===== src/rtl/matrix_3x3_gen.sv =====
// matrix_3x3_gen
// Builds a registered 3x3 pixel neighbourhood from a raster-order stream.
// The incoming stream is forwarded combinationally to an external two-line
// buffer whose taps (previous line, line before that) come back in on
// taps1x/taps0x in the same cycle as the matching dat_in pixel.
// Optional feature macro: MATRIX_OUT_REG_EN adds one output pipeline register
// on the window, matrix_valid and frame_done (latency 1 -> 2 cycles).
module matrix_3x3_gen #(
  parameter int DATA_WIDTH = 8,
  parameter int IMG_WIDTH  = 1280,
  parameter int IMG_HEIGHT = 720
) (
  input  logic                  clk,
  input  logic                  rst_n,
  input  logic                  frame_start,
  input  logic [DATA_WIDTH-1:0] dat_in,
  input  logic                  dat_in_valid,
  output logic [DATA_WIDTH-1:0] lb_dat,
  output logic                  lb_dat_valid,
  input  logic [DATA_WIDTH-1:0] taps1x,
  input  logic [DATA_WIDTH-1:0] taps0x,
  output logic [DATA_WIDTH-1:0] p11,
  output logic [DATA_WIDTH-1:0] p12,
  output logic [DATA_WIDTH-1:0] p13,
  output logic [DATA_WIDTH-1:0] p21,
  output logic [DATA_WIDTH-1:0] p22,
  output logic [DATA_WIDTH-1:0] p23,
  output logic [DATA_WIDTH-1:0] p31,
  output logic [DATA_WIDTH-1:0] p32,
  output logic [DATA_WIDTH-1:0] p33,
  output logic                  matrix_valid,
  output logic                  frame_done
);

  localparam int CW = $clog2(IMG_WIDTH);
  localparam int RW = $clog2(IMG_HEIGHT);

  localparam logic [CW-1:0] COL_LAST = CW'(IMG_WIDTH - 1);
  localparam logic [RW-1:0] ROW_LAST = RW'(IMG_HEIGHT - 1);
  localparam logic [CW-1:0] COL_MIN  = CW'(2);
  localparam logic [RW-1:0] ROW_MIN  = RW'(2);

  // Handshake: a pixel is accepted on every rising edge where rst_n=1 and
  // dat_in_valid=1; there is no backpressure, the block always accepts.

  // The line buffer sees exactly the stream we see, with zero latency.
  assign lb_dat       = dat_in;
  assign lb_dat_valid = dat_in_valid;

  // Position counters (pre-increment position of the pixel being accepted).
  logic [CW-1:0] col_q, col_d, col_eff;
  logic [RW-1:0] row_q, row_d, row_eff;

  // Window rows: index 2 = column c-2 (p*1), 1 = c-1 (p*2), 0 = c (p*3).
  logic [2:0][DATA_WIDTH-1:0] top_q, top_d;
  logic [2:0][DATA_WIDTH-1:0] mid_q, mid_d;
  logic [2:0][DATA_WIDTH-1:0] bot_q, bot_d;

  logic valid_q, valid_d;
  logic done_q, done_d;

  // Counter next-state, window-valid and end-of-frame decode.
  always_comb begin
    col_eff = frame_start ? '0 : col_q;
    row_eff = frame_start ? '0 : row_q;
    col_d   = col_eff;
    row_d   = row_eff;
    valid_d = 1'b0;
    done_d  = 1'b0;
    if (dat_in_valid) begin
      // Windows whose left columns belong to the previous line stay unflagged.
      valid_d = (row_eff >= ROW_MIN) && (col_eff >= COL_MIN);
      done_d  = (row_eff == ROW_LAST) && (col_eff == COL_LAST);
      if (col_eff == COL_LAST) begin
        col_d = '0;
        row_d = (row_eff == ROW_LAST) ? '0 : row_eff + RW'(1);
      end else begin
        col_d = col_eff + CW'(1);
      end
    end
  end

  // Window shift rows advance only on accepted pixels.
  always_comb begin
    top_d = top_q;
    mid_d = mid_q;
    bot_d = bot_q;
    if (dat_in_valid) begin
      top_d = {top_q[1:0], taps0x};
      mid_d = {mid_q[1:0], taps1x};
      bot_d = {bot_q[1:0], dat_in};
    end
  end

  // Core state register; reset clears everything except the external buffer.
  always_ff @(posedge clk) begin
    if (!rst_n) begin
      col_q   <= '0;
      row_q   <= '0;
      top_q   <= '0;
      mid_q   <= '0;
      bot_q   <= '0;
      valid_q <= 1'b0;
      done_q  <= 1'b0;
    end else begin
      col_q   <= col_d;
      row_q   <= row_d;
      top_q   <= top_d;
      mid_q   <= mid_d;
      bot_q   <= bot_d;
      valid_q <= valid_d;
      done_q  <= done_d;
    end
  end

  logic [2:0][DATA_WIDTH-1:0] top_out, mid_out, bot_out;
  logic                       valid_out, done_out;

`ifdef MATRIX_OUT_REG_EN
  logic [2:0][DATA_WIDTH-1:0] top_o_q, mid_o_q, bot_o_q;
  logic                       valid_o_q, done_o_q;

  // Extra output stage: unconditional copy of the core window each cycle.
  always_ff @(posedge clk) begin
    if (!rst_n) begin
      top_o_q   <= '0;
      mid_o_q   <= '0;
      bot_o_q   <= '0;
      valid_o_q <= 1'b0;
      done_o_q  <= 1'b0;
    end else begin
      top_o_q   <= top_q;
      mid_o_q   <= mid_q;
      bot_o_q   <= bot_q;
      valid_o_q <= valid_q;
      done_o_q  <= done_q;
    end
  end

  assign top_out   = top_o_q;
  assign mid_out   = mid_o_q;
  assign bot_out   = bot_o_q;
  assign valid_out = valid_o_q;
  assign done_out  = done_o_q;
`else
  assign top_out   = top_q;
  assign mid_out   = mid_q;
  assign bot_out   = bot_q;
  assign valid_out = valid_q;
  assign done_out  = done_q;
`endif

  assign p11 = top_out[2];
  assign p12 = top_out[1];
  assign p13 = top_out[0];
  assign p21 = mid_out[2];
  assign p22 = mid_out[1];
  assign p23 = mid_out[0];
  assign p31 = bot_out[2];
  assign p32 = bot_out[1];
  assign p33 = bot_out[0];

  assign matrix_valid = valid_out;
  assign frame_done   = done_out;

endmodule


===== config.mk =====
export PLATFORM = sky130hd
export DESIGN_NAME = matrix_3x3_gen
export DESIGN_NICKNAME = d
export VERILOG_FILES = /design/src/rtl/matrix_3x3_gen.sv
export SDC_FILE = /design/constraint.sdc
export NUM_CORES = 1
export LEC_CHECK = 0
export CORE_AREA = 5 5 131 133
export DETAILED_ROUTE_END_ITERATION = 7
export DIE_AREA = 0 0 136 138
export PLACE_DENSITY = 0.51
export SLEW_MARGIN = 20
export SYNTH_ARGS = -nofsm -noshare
export SYNTH_HDL_FRONTEND = slang
export SYNTH_SLANG_ARGS = --single-unit

===== constraint.sdc =====
create_clock -name clk -period 3.3 [get_ports clk]
set_input_delay 0.495 -clock clk [delete_from_list [all_inputs] [get_ports clk]]
set_output_delay 0.495 -clock clk [all_outputs]
set_load 0.05 [all_outputs]

==> flow_metrics.tcl <==
set metrics [dict create \
    synth_top_area_cell "dfxtp_1" \
    internal-power_mw 1.850 \
    maxSlewHeadroom_pct 49.23 \
    cts_tree "done" \
    rsz0062_at_grt "no" \
    crit_family "simple AND/OR/NAND/NOR gates" \
    reg2reg_depth 7 \
    antenna_found_initial 0 \
    yosysMostFrequentCell "dfxtp_1" \
    ys_seq_area_share_pct 49.37 \
    antennaDiodeCount 0 \
    powerDensity_mw_per_mm2 480.7 \
    syn_area_sq_mm 0.003852 \
    hpwl_mm 6.936 \
    port-buffer-count 110 \
    period_share_pct 75.54 \
    cts_buffers 9 \
    path_clk_slew_ps 70 \
    grt_util_all_layers_pct 10.83 \
    synth.net_count 427 \
    worstPathMaxFanout 8 \
    min-delay-start "p11[5]" \
    vias_per_cell 4.289 \
    power_switching_mw 0.7517 \
    hold_class "reg2reg" \
    setup_viol 0 \
    synthTopCellsByCount "dfxtp_1, nor2_1, mux2i_1, nand2_1, a21oi_1" \
    start_util_pct 24.52 \
    yosysWarningCount 0 \
    fin_nets 524 \
    cts_hold_buf 0 \
    synthArstFlopShare_pct 0 \
    critPathKind "in2reg" \
    drt_first_iter_violations 98 \
    place_ws_ps 478.2 \
    num_vias 3058 \
    clock_skew_ps 10.89 \
    wl_per_cell_um 13.91 \
    wirelength_mm 9.921 \
    drive_gt1_share_pct 6.036 \
    worst_hold_path.num_cells 2 \
    die_w_um 136 \
    yosys_most_used_dff "dfxtp_1" \
    path_cells "clkdlybuf4s50_1, nor2b_1, ha_1, and3_1, nand4_2, buf_4, a2111o_1, a21oi_1" \
    fin_crit_ps 2493 \
    crit_required_ps 3580 \
    crit_cells 8 \
    final_hold_viol_count 0 \
    start_kind "input pin" \
    clk_latency_ps 350 \
    io_pins 111 \
    synthTopCellsByArea "dfxtp_1, mux2i_1, nor2_1, buf_4, nand2_1" \
    grt_remaining_overflow 0 \
    route.detailed.drc 0 \
    cts_sinks 95 \
    endpoint_kind "register" \
    synth_top_area_share_pct 49.37 \
    setup_slack_ps 807.3 \
    synth_edf_count 0 \
    grt_start_max_net_pins 46 \
    p_leak_nw 2.139 \
    placementRows 46 \
    cts_setup_buffers 0 \
    die-area_sq_mm 0.01877 \
    cap_violations 0 \
    vdd_ir_drop_max_mv 0.2500 \
    r2r_start "col_q[1]" \
    tns_ps 0 \
    cts_resized 0 \
    grt_pass1_wl_mm 16.16 \
    worstMarginPinSlew_ps 761.5 \
    combPwrFrac_pct 14.1 \
    cpPeakStageDelay_ps 520 \
    die_h_um 138 \
    critPathSlowestCell "clkdlybuf4s50_1" \
    cp-startpoint "frame_start" \
    avgSynthCellArea_sq_um 9.753 \
    p_clk_share_pct 39.6 \
    cp_num_buf_inv 2 \
    clk_path_buf_depth 2 \
    cts_root_buf "clkbuf_16" \
    swShare_pct 28.89 \
    syn_inst 395 \
    power_frac_seq_pct 46.3 \
    ys_ff_latch 95 \
    cp.arrival_ps 2780 \
    first_pass_iters 4 \
    htree_levels 3 \
    slew_violations 0 \
    synth_cell_types 41 \
    ant_nets 0 \
    grt_pass1_vias 3133 \
    timing.fmax_mhz 401.2 \
    core-area_sq_mm 0.01571 \
    finalWeightedCongestion 0.8097 \
    status "finished, final reports clean" \
    area_delta_synth_final_pct 40.50 \
]
## worst reg2reg max path, stage by stage (launching register included)
cell and delay (ps):
dfxtp_1 410, nor2b_1 250, ha_1 210, and3_1 260
nand4_2 240, buf_4 230, a2111o_1 370, a21oi_1 140
## power by group through the flow
| stage | logic, mW | registers (mW) | clock network, mW |
|---|---|---|---|
| 2_1_floorplan | 0.130 | 1.34 | 0 |
| 3_3_place_gp | 0.370 | 1.23 | 0 |
| 3_5_place_dp | 0.372 | 1.23 | 0 |
| 4_1_cts | 0.373 | 1.20 | 1.08 |
| 5_1_grt | 0.390 | 1.21 | 1.12 |
| 6_report | 0.367 | 1.20 | 1.03 |
## cell families after synthesis
family                   share of synthesized area [%]
buffers and inverters                            5.034
AO/OA/AOI/OAI                                    5.067
multiplexers                                     19.26
flip-flops                                       49.37
XOR/XNOR                                         1.591
AND/OR/NAND/NOR                                  18.38
adder cells (fa/ha/maj)                          1.299
## worst paths after layout
kind         slack, ps        to
max                810  row_q[8]
min                490    p11[5]
max reg2reg       1120  row_q[8]
min reg2reg        490    p11[5]
## area by class of cell
cell class                 instances  area [sq um]
fill                            1605         10300
sequential                        95          1902
multi-input combinational        261          1757
timing repair buffer             117          1164
tap                              216         270.3
clock buffer                      10         229.0
clock inverter                     6         61.31
inverter                           8         30.03
## per-stage QoR
step                      instance area [sq um]  total power, mW  std cells  hold slack [ps]  utilization (%)
final                                      5413            2.602        713            493.8            34.45
after global routing                       5413            2.717        713            529.6            34.45
after CTS                                  5413            2.659        713            499.7            34.45
after detailed placement                   5122            1.602        697            479.6            32.60
after global placement                     5122            1.600        697            474.3            32.60
after floorplan                            3852            1.469        395            479.1                -
## metal layers
| layer | part of all wire, % | global-route usage [%] | vias up | wire length (um) |
|---|---|---|---|---|
| met5 | 0 | 0 | - | 0 |
| met4 | 1.8 | 4.085 | 0 | 175 |
| met3 | 11 | 6.241 | 14 | 1130 |
| met2 | 43 | 16.04 | 95 | 4312 |
| met1 | 43 | 12.96 | 1411 | 4303 |
| li1 | - | - | 1538 | - |
## placed cells by master, fill, tap and decap left out, types with 2 or more instances in the layout
master           count
and3_1               4
buf_4                7
nor4_1               6
nor2_1              85
dfxtp_1             95
ha_1                 4
inv_1                7
and2_1               3
o31ai_1              2
clkbuf_16            9
nand2_1             17
xnor2_1              3
xor2_1               4
inv_6                3
nand3b_1             3
nand2b_1             3
and4b_1              4
mux2i_1             73
nand4_1              5
nor2b_1              6
nand3_1              7
a31o_2               2
o211ai_1             2
a21oi_1             12
clkdlybuf4s50_1    109
a211o_1              2
## sequential cells by signal (all words and copies together), names as in the netlist
name,count
frame_done,1
p32,8
col_q,11
p22,8
p31,8
row_q,10
p23,8
p21,8
p13,8
p12,8
matrix_valid,1
p33,8
p11,8
No activity file was read; power rests on OpenSTA's default activity.
